## src/rtl/etc_addr_pkg.sv

```systemverilog
// Shared definitions for the ETC2 pixel address walker.
package etc_addr_pkg;

  // ETC blocks are 4x4 pixels.
  localparam int unsigned BLK_DIM      = 4;
  localparam int unsigned BLK_DIM_LOG2 = 2;
  localparam int unsigned BLK_PIX      = 16;

  // Walker control states.
  typedef enum logic [1:0] {
    IDLE  = 2'd0,
    SETUP = 2'd1,
    RUN   = 2'd2
  } walk_state_e;

endpackage

```

## src/rtl/etc_blk_clip.sv

```systemverilog
// Block clip: number of in-surface columns/rows (0..4) of a 4x4 block.
// Purely combinational so the decoder write mask can share it.
module etc_blk_clip
  import etc_addr_pkg::*;
#(
  parameter int unsigned COORD_W = 8,
  parameter int unsigned DIM_W   = 11
) (
  input  logic [DIM_W-1:0]   i_width,
  input  logic [DIM_W-1:0]   i_height,
  input  logic [COORD_W-1:0] i_blk_x,
  input  logic [COORD_W-1:0] i_blk_y,
  output logic [2:0]         o_cols,
  output logic [2:0]         o_rows
);

  // Signed working width: wide enough for dimension and 4*coordinate.
  localparam int unsigned SW = ((DIM_W > COORD_W + 2) ? DIM_W : COORD_W + 2) + 2;

  logic [SW-1:0]        w_span_x;
  logic [SW-1:0]        w_span_y;
  logic signed [SW-1:0] w_rem_x;
  logic signed [SW-1:0] w_rem_y;

  assign w_span_x = SW'({i_blk_x, 2'b00});
  assign w_span_y = SW'({i_blk_y, 2'b00});
  assign w_rem_x  = $signed(SW'(i_width))  - $signed(w_span_x);
  assign w_rem_y  = $signed(SW'(i_height)) - $signed(w_span_y);

  // Clamp remaining columns to 0..BLK_DIM.
  always_comb begin
    o_cols = '0;
    if (w_rem_x[SW-1] || (w_rem_x == '0)) begin
      o_cols = '0;
    end else if (w_rem_x >= SW'(BLK_DIM)) begin
      o_cols = 3'(BLK_DIM);
    end else begin
      o_cols = w_rem_x[2:0];
    end
  end

  // Clamp remaining rows to 0..BLK_DIM.
  always_comb begin
    o_rows = '0;
    if (w_rem_y[SW-1] || (w_rem_y == '0)) begin
      o_rows = '0;
    end else if (w_rem_y >= SW'(BLK_DIM)) begin
      o_rows = 3'(BLK_DIM);
    end else begin
      o_rows = w_rem_y[2:0];
    end
  end

endmodule

```

## src/rtl/etc_pixel_addr_walker.sv

```systemverilog
// ETC2 write-path address walker: turns one block command into the byte
// addresses of its in-surface pixels, column-major, one per handshake.
module etc_pixel_addr_walker
  import etc_addr_pkg::*;
#(
  parameter int unsigned ADDR_W   = 32,
  parameter int unsigned COORD_W  = 8,
  parameter int unsigned DIM_W    = 11,
  parameter int unsigned PITCH_W  = 16,
  parameter int unsigned BPP_LOG2 = 2
) (
  input  logic               sclk,
  input  logic               rsrt,
  input  logic               cmd_valid,
  output logic               cmd_ready,
  input  logic [COORD_W-1:0] blk_x,
  input  logic [COORD_W-1:0] blk_y,
  input  logic [ADDR_W-1:0]  base_addr,
  input  logic [PITCH_W-1:0] pitch,
  input  logic [DIM_W-1:0]   width,
  input  logic [DIM_W-1:0]   height,
  output logic               addr_valid,
  input  logic               addr_ready,
  output logic [ADDR_W-1:0]  out_addr,
  output logic [3:0]         out_pix_idx,
  output logic               out_last,
  output logic               blk_done,
  output logic               blk_empty
);

  walk_state_e r_state;
  walk_state_e w_state_nxt;

  logic [COORD_W-1:0] r_blk_x;
  logic [COORD_W-1:0] r_blk_y;
  logic [ADDR_W-1:0]  r_base;
  logic [PITCH_W-1:0] r_pitch;
  logic [DIM_W-1:0]   r_width;
  logic [DIM_W-1:0]   r_height;
  logic [2:0]         r_cols;
  logic [2:0]         r_rows;
  logic [1:0]         r_x;
  logic [1:0]         r_y;
  logic [ADDR_W-1:0]  r_addr;
  logic [ADDR_W-1:0]  r_col_base;
  logic               r_done;
  logic               r_empty;

  logic [2:0]         w_cols;
  logic [2:0]         w_rows;
  logic               w_blk_empty;
  logic               w_accept;
  logic               w_hs;
  logic               w_col_end;
  logic               w_last;
  logic [ADDR_W-1:0]  w_yoff;
  logic [ADDR_W-1:0]  w_xoff;
  logic [ADDR_W-1:0]  w_row_base;
  logic [ADDR_W-1:0]  w_pix_step;
  logic [ADDR_W-1:0]  w_pitch_ext;

  etc_blk_clip #(
    .COORD_W (COORD_W),
    .DIM_W   (DIM_W)
  ) u_clip (
    .i_width  (r_width),
    .i_height (r_height),
    .i_blk_x  (r_blk_x),
    .i_blk_y  (r_blk_y),
    .o_cols   (w_cols),
    .o_rows   (w_rows)
  );

  assign w_blk_empty = (w_cols == '0) || (w_rows == '0);

  // Address arithmetic wraps modulo 2^ADDR_W; the only multiplier is blk_y*pitch.
  assign w_pitch_ext = ADDR_W'(r_pitch);
  assign w_yoff      = ADDR_W'(r_blk_y) * w_pitch_ext;
  assign w_xoff      = ADDR_W'({r_blk_x, 2'b00}) << BPP_LOG2;
  assign w_row_base  = r_base + (w_yoff << BLK_DIM_LOG2) + w_xoff;
  assign w_pix_step  = ADDR_W'(1) << BPP_LOG2;

  assign w_col_end = ({1'b0, r_y} == (r_rows - 3'd1));
  assign w_last    = w_col_end && ({1'b0, r_x} == (r_cols - 3'd1));

  // State register.
  always_ff @(posedge sclk or posedge rsrt) begin
    if (rsrt) begin
      r_state <= IDLE;
    end else begin
      r_state <= w_state_nxt;
    end
  end

  // Next-state decode and handshake-derived outputs.
  always_comb begin
    w_state_nxt = r_state;
    w_accept    = 1'b0;
    w_hs        = 1'b0;
    cmd_ready   = 1'b0;
    addr_valid  = 1'b0;
    out_last    = 1'b0;
    case (r_state)
      IDLE: begin
        cmd_ready = !rsrt;
        w_accept  = cmd_valid && !rsrt;
        if (w_accept) begin
          w_state_nxt = SETUP;
        end
      end
      SETUP: begin
        w_state_nxt = w_blk_empty ? IDLE : RUN;
      end
      RUN: begin
        addr_valid = 1'b1;
        out_last   = w_last;
        w_hs       = addr_ready;
        if (w_hs && w_last) begin
          w_state_nxt = IDLE;
        end
      end
      default: begin
        w_state_nxt = IDLE;
      end
    endcase
  end

  // Command latch, setup load and per-handshake address stepping.
  always_ff @(posedge sclk or posedge rsrt) begin
    if (rsrt) begin
      r_blk_x    <= '0;
      r_blk_y    <= '0;
      r_base     <= '0;
      r_pitch    <= '0;
      r_width    <= '0;
      r_height   <= '0;
      r_cols     <= '0;
      r_rows     <= '0;
      r_x        <= '0;
      r_y        <= '0;
      r_addr     <= '0;
      r_col_base <= '0;
      r_done     <= 1'b0;
      r_empty    <= 1'b0;
    end else begin
      r_done  <= 1'b0;
      r_empty <= 1'b0;
      if (w_accept) begin
        r_blk_x  <= blk_x;
        r_blk_y  <= blk_y;
        r_base   <= base_addr;
        r_pitch  <= pitch;
        r_width  <= width;
        r_height <= height;
      end
      if (r_state == SETUP) begin
        r_cols <= w_cols;
        r_rows <= w_rows;
        r_x    <= '0;
        r_y    <= '0;
        if (w_blk_empty) begin
          r_done  <= 1'b1;
          r_empty <= 1'b1;
        end else begin
          r_addr     <= w_row_base;
          r_col_base <= w_row_base;
        end
      end
      // Column base is kept separately so a column step never has to
      // subtract (rows-1)*pitch back out of the running address.
      if (w_hs) begin
        if (w_last) begin
          r_done <= 1'b1;
        end else if (w_col_end) begin
          r_x        <= r_x + 2'd1;
          r_y        <= '0;
          r_addr     <= r_col_base + w_pix_step;
          r_col_base <= r_col_base + w_pix_step;
        end else begin
          r_y    <= r_y + 2'd1;
          r_addr <= r_addr + w_pitch_ext;
        end
      end
    end
  end

  assign out_addr    = r_addr;
  assign out_pix_idx = {r_x, r_y};
  assign blk_done    = r_done;
  assign blk_empty   = r_empty;

endmodule

```

## config.mk

```make
export PLATFORM = sky130hd
export DESIGN_NAME = etc_pixel_addr_walker
export DESIGN_NICKNAME = d
export VERILOG_FILES = /design/src/rtl/etc_addr_pkg.sv /design/src/rtl/etc_blk_clip.sv /design/src/rtl/etc_pixel_addr_walker.sv
export SDC_FILE = /design/constraint.sdc
export NUM_CORES = 1
export LEC_CHECK = 0
export ABC_AREA = 1
export CAP_MARGIN = 20
export CORE_MARGIN = 2
export CORE_UTILIZATION = 45
export CTS_CLUSTER_DIAMETER = 200
export DETAILED_ROUTE_END_ITERATION = 10
export GPL_TIMING_DRIVEN = 0
export PLACE_DENSITY_LB_ADDON = 0.3
export SLEW_MARGIN = 20
export SYNTH_ARGS = -nofsm -noshare
export SYNTH_HDL_FRONTEND = slang
export SYNTH_HIERARCHICAL = 1
export SYNTH_SLANG_ARGS = --single-unit
```

## constraint.sdc

```tcl
create_clock -name sclk -period 14.4 [get_ports sclk]
set_input_delay 2.88 -clock sclk [delete_from_list [all_inputs] [get_ports sclk]]
set_output_delay 2.88 -clock sclk [all_outputs]
set_load 0.05 [all_outputs]
```

==> run_results.csv, run 1 <==
group,metric,value,unit
drt,highest_layer,"met4",
timing,period_minus_slack,8030,ps
logic_synthesis,seq_area_frac_synth,0.235,
drt,drcViolationCount,0,
timing,drv_slew,0,
timing,finalSetupTns,0,ps
worst_setup_path,worstSetupStartpointType,"input port",
layout,fin_nets,3174,
logic_synthesis,yosys_warnings,6,
worst_setup_path,timing.rr.start,"r_blk_y[6]$_DFFE_PP0P_",
layout,final_cell_mix,"nand2_1 (1051), inv_1 (533), dfrtp_1 (164)",
global_routing,overflow,0,
worst_setup_path,arrival,5150,ps
logic_synthesis,synthDistinctLibCells,48,
drt,wl_met1,27200,um
drt,routedWlPerCell,17.6,um
timing,max_freq,0.125,GHz
floorplan,core-area,0.0385,sq mm
global_routing,grt_pass1_wl,95300,um
logic_synthesis,synthFlopType,"dfrtp_1",
logic_synthesis,avgSynthCellArea,6.41,sq um
worst_setup_path,crit_path_end_kind,"primary output",
worst_setup_path,required,11520,ps
global_routing,grt_max_degree,89,
global_routing,track_usage,0.307,
layout,drive_gt1_frac,0.0319,
floorplan,ios,131,
drt,drtIter0Drc,1539,
placed_design,port_buffers,130,
drt,ant_nets,0,
drt,via_count,17575,
layout,diodes,0,
timing,skew,16.1,ps
drt,wl_met3,4280,um
timing,rsz0062_at_grt,"no",
worst_hold_path,hold_path.class,"reg2reg",
clock_network,root_buffer,"clkbuf_16",
logic_synthesis,postSynth.asyncResetShare,1.00,
timing,setup_violations,0,
clock_network,clockBufferDepth,2,
clock_network,cts_tree,"built",
layout,layout_commonest_cell,"nand2_1",
global_routing,antenna_found_initial,0,
clock_network,numCtsBuffers,17,
worst_hold_path,min_to,"r_height[0]$_DFFE_PP0P_",
worst_setup_path,r2r_end,"r_col_base[20]$_DFF_PP0_",
global_routing,grt_pass1_vias,17420,
clock_network,cts_setup_buffers,0,
drt,met2_length,26200,um
timing,hold_violations,0,
logic_synthesis,ys_seq_elements,164,
layout,area_growth_syn_to_layout,14.8,%
timing,tightest_slew,983,ps
clock_network,hold_buffers,0,
timing,relSlewSlack,0.340,
clock_network,clk_pin_slew,70,ps
logic_synthesis,synth_edf_count,0,
floorplan,die_x,201,um
worst_setup_path,reg2reg_setup_slack,6980,ps
floorplan,die_area,0.0404,sq mm
worst_hold_path,holdPathStages,2,
clock_network,cts.sinks,164,
floorplan,start_util,0.453,
clock_network,cts-htree-levels,4,
timing,layout_worst_path_cycle_share,0.557,
logic_synthesis,synth_cells,2719,
drt,drt_wl_total,59900,um
drt,drt_first_pass_iters,5,
worst_setup_path,crit_type,"in2out",
drt,viasPerCell,5.17,
status,status,"completed",
logic_synthesis,syn_area,0.0174,sq mm
logic_synthesis,synth_nets,3024,
floorplan,die_h,201,um
floorplan,num_rows,72,
worst_setup_path,crit_fanout,2,
clock_network,ctsResizeCount,0,
clock_network,clkLatencyLatePin,470,ps
placed_design,place_hpwl,49300,um
run,cap_viol_max_count,0,
placed_design,gp_congestion,0.986,
worst_hold_path,min_from,"r_height[0]$_DFFE_PP0P_",
worst_setup_path,r2r_cells,31,
## critical path: stages
cell and delay, ps:
clkdlybuf4s50_1 510, nor3_1 790, clkdlybuf4s50_1 970
## worst max-delay path by stage
stage | depth (start not counted) | slack (ps) | from | endpoint
6_report | 3 | 6370 | rsrt | cmd_ready
3_3_place_gp | 2 | 4560 | rsrt | r_pitch[15]$_DFFE_PP0P_
4_1_cts | 3 | 6470 | rsrt | cmd_ready
3_5_place_dp | 3 | 6480 | rsrt | cmd_ready
2_1_floorplan | 1 | 7090 | rsrt | blk_done$_DFF_PP0_
5_1_grt | 31 | 6420 | r_blk_y[6]$_DFFE_PP0P_ | r_col_base[20]$_DFF_PP0_
## metrics by stage
stage | setup WS, ps | cell area (sq um) | hold slack (ps) | std cells | utilization
detailed placement | 6480 | 19400 | 468 | 3368 | 0.505
CTS | 6470 | 20000 | 486 | 3399 | 0.521
global placement | 4560 | 19400 | 465 | 3367 | 0.504
global route | 6420 | 20000 | 505 | 3399 | 0.521
finish | 6370 | 20000 | 484 | 3399 | 0.521
floorplan | 7090 | 17400 | 449 | 2719 | -
## layout make-up
class / count / area [sq um]
fill: 3941 / 18400
multi-input combinational: 1933 / 10900
sequential: 164 / 4100
inverter: 546 / 2060
timing repair buffer: 131 / 1330
tap: 518 / 648
clock buffer: 20 / 447
buffer: 76 / 350
clock inverter: 11 / 150
## sequential cells by signal, indices dropped and copies added (netlist names), 3 cells and up
register and cells:
out_addr 32, r_pitch 16, r_rows 3, r_blk_x 8, r_height 11, r_col_base 32
r_base 32, r_cols 3, r_blk_y 8, r_width 11
## cells in the mapped netlist, types with 15 or more instances
cell type  instances  area share
buf_2             16      0.0046
nor2_1           137       0.029
nand3_1          163       0.047
a21oi_1           83       0.024
o21ai_0           97       0.028
nand2_1         1051        0.23
ha_1             119       0.085
clkbuf_1          50       0.011
inv_1            534        0.11
dfrtp_1          164        0.24
fa_1              96        0.11
xor2_1            24       0.012
nand3b_1          15      0.0065
xnor2_1           17      0.0085
nor3_1            26      0.0075
nand4_1           33       0.012
## metal layers
layer  vias up  global-route usage
met3       115              0.0544
met2       621               0.478
met5         -                   0
met4         0               0.120
li1       8559                   -
met1      8280               0.424
## kinds of logic after synthesis
logic type,after synthesis,share of synthesized area
and+or+nand+nor,1454,0.341
buffers and inverters,622,0.138
AOI/OAI and AO/OA,223,0.0703
adders and majority gates,215,0.196
DFF,164,0.235
xor gates and xnor gates,41,0.0206
Power of run 1 is not shown: default switching activity piles up to over one toggle a cycle in this logic, so the estimate is an artifact.
==> inputs of run 2 (changes only) <==
==> constraint.sdc (replaced) <==
create_clock -name sclk -period 7.3 [get_ports sclk]
set_input_delay 1.46 -clock sclk [delete_from_list [all_inputs] [get_ports sclk]]
set_output_delay 1.46 -clock sclk [all_outputs]
set_load 0.05 [all_outputs]
==> run 2 against run 1 <==
Net effect: via count is essentially flat; hold slack is essentially flat; first-iteration DRC count up 0.32%; global-route usage did not move; critical path depth is 27 higher; sequential share of layout area about the same; clock skew about the same; flip-flop and latch count unchanged; utilization hardly changed; final area barely moved; routed wire length barely moved; non-clock buffer count down 6; critical path type is now reg2reg; highest routed layer unchanged.
==> run_results.csv, run 2 (synthesized netlist as in run 1, its figures left out) <==
group,metric,value,unit
worst_setup_path,crit_type,"reg2reg",
timing,setup_violations,0,
global_routing,grt_max_degree,89,
drt,drt_wl_total,60000,um
worst_hold_path,holdPathStages,2,
timing,layout_worst_path_cycle_share,0.947,
layout,layout.cells.non_filler,3393,
layout,fin_nets,3168,
floorplan,ios,131,
placed_design,gp_congestion,0.986,
global_routing,grt_pass1_wl,95300,um
layout,diodes,0,
layout,fin_area,0.0200,sq mm
timing,hold_violations,0,
timing,rsz0062_at_grt,"yes",
clock_network,clockBufferDepth,2,
floorplan,die_area,0.0404,sq mm
status,status,"completed",
worst_setup_path,crit_path_frequent_cell,"nand2_1",
floorplan,num_rows,72,
placed_design,port_buffers,130,
worst_setup_path,required,7660,ps
clock_network,root_buffer,"clkbuf_16",
clock_network,clkLatencyLatePin,470,ps
placed_design,placed_cell_area,0.0194,sq mm
worst_setup_path,arrival,7270,ps
global_routing,use_met3,0.0544,
global_routing,grt-busiest-layer,"met2",
timing,relSlewSlack,0.352,
floorplan,start_util,0.453,
worst_setup_path,crit_fanout,10,
timing,hold_slack,484,ps
placed_design,place_hpwl,49300,um
placed_design,dp.cells,3368,
global_routing,antenna_found_initial,0,
timing,period_minus_slack,6910,ps
worst_setup_path,crit_slowest_cell,"dfrtp_1",
floorplan,die_x,201,um
drt,drt_first_pass_iters,6,
layout,multiInputGateArea,0.0109,sq mm
worst_setup_path,worstSetupStartpointType,"flip-flop",
drt,via_count,17592,
layout,final_cell_mix,"nand2_1 (1051), inv_1 (533), nand3_1 (163)",
drt,viasPerCell,5.18,
layout,nFillCells,3945,
global_routing,met2_usage,0.478,
global_routing,use_met1,0.424,
layout,layout_commonest_cell,"nand2_1",
worst_setup_path,r2r_cells,30,
worst_setup_path,crit_path_end_kind,"flip-flop",
timing,tightest_slew,964,ps
drt,drcViolationCount,0,
drt,routedWlPerCell,17.7,um
layout,drive_gt1_frac,0.0351,
clock_network,cts.sinks,164,
drt,ant_nets,0,
global_routing,overflow,0,
global_routing,track_usage,0.307,
timing,drv_slew,0,
clock_network,cts_tree,"built",
clock_network,clk_pin_slew,70,ps
clock_network,numCtsBuffers,17,
worst_setup_path,critPathMaxStageDelay,580,ps
clock_network,hold_buffers,0,
clock_network,cts_setup_buffers,0,
timing,finalSetupTns,0,ps
floorplan,core-area,0.0385,sq mm
timing,skew,16.1,ps
global_routing,grt_pass1_vias,17420,
clock_network,cts-htree-levels,4,
worst_setup_path,reg2reg_setup_slack,390,ps
drt,drtIter0Drc,1544,
layout,regArea,0.00411,sq mm
worst_hold_path,hold_path.class,"reg2reg",
timing,max_freq,0.145,GHz
floorplan,die_h,201,um
layout,area_growth_syn_to_layout,14.7,%
run,cap_viol_max_count,0,
==> run 2: cell types whose count changed in the layout (fill, tap and decap cells not counted) <==
cell / delta
clkbuf_1: -13
clkbuf_2: +7
dfrtp_2: +2
dfrtp_1: -2
o21ai_0: -2
o21ai_1: +2
==> run 2: stage by stage <==
| step | utilization | worst slack (ps) |
|---|---|---|
| 3_5_place_dp | 0.505 | -51.4 |
| 3_3_place_gp | 0.504 | -1120 |
| 2_1_floorplan | - | 1320 |
| 4_1_cts | 0.521 | 86.5 |
| 5_1_grt | 0.520 | -72.0 |
| 6_report | 0.520 | 390 |
==> run 2: repair_timing <==
action                     4_1_cts  5_1_grt
resized for setup                2       14
setup endpoints to repair        6       39
pin swaps                        0        0
==> run 2: layout make-up <==
| cell class | count | area share |
|---|---|---|
| clock inverters | 11 | 0.00750 |
| clock buffers | 20 | 0.0223 |
| inverters | 546 | 0.103 |
| flip-flops and latches | 164 | 0.205 |
| multi-input cells | 1933 | 0.547 |
| well taps | 518 | 0.0324 |
| plain buffers | 70 | 0.0168 |
| repair buffers | 131 | 0.0664 |
==> run 2: critical path, delay by kind of cell, from the launching register on <==
kind                       cells  cell delay [ps]
and+or+nand+nor               16             1850
buffers and inverters          4              540
xor gates and xnor gates       1              230
AOI/OAI and AO/OA              2              430
DFF                            1              580
adders and majority gates      7             3150
==> run 2: per-layer routing <==
layer	wire, um	share of wire
met5	0	0
met4	2260	0.038
met3	4510	0.075
met2	26300	0.44
met1	26900	0.45
==> run 2: final timing paths <==
path                                       endpoint                    start
setup / recovery           r_col_base[27]$_DFF_PP0_   r_blk_y[5]$_DFFE_PP0P_
hold / removal              r_height[0]$_DFFE_PP0P_  r_height[0]$_DFFE_PP0P_
setup reg to reg           r_col_base[27]$_DFF_PP0_   r_blk_y[5]$_DFFE_PP0P_
hold reg to reg             r_height[0]$_DFFE_PP0P_  r_height[0]$_DFFE_PP0P_
max in group asynchronous    r_pitch[4]$_DFFE_PP0P_                     rsrt
min in group asynchronous    r_state[0]$_DFFE_PP0P_                     rsrt
Power of run 2 is left out for the same reason.
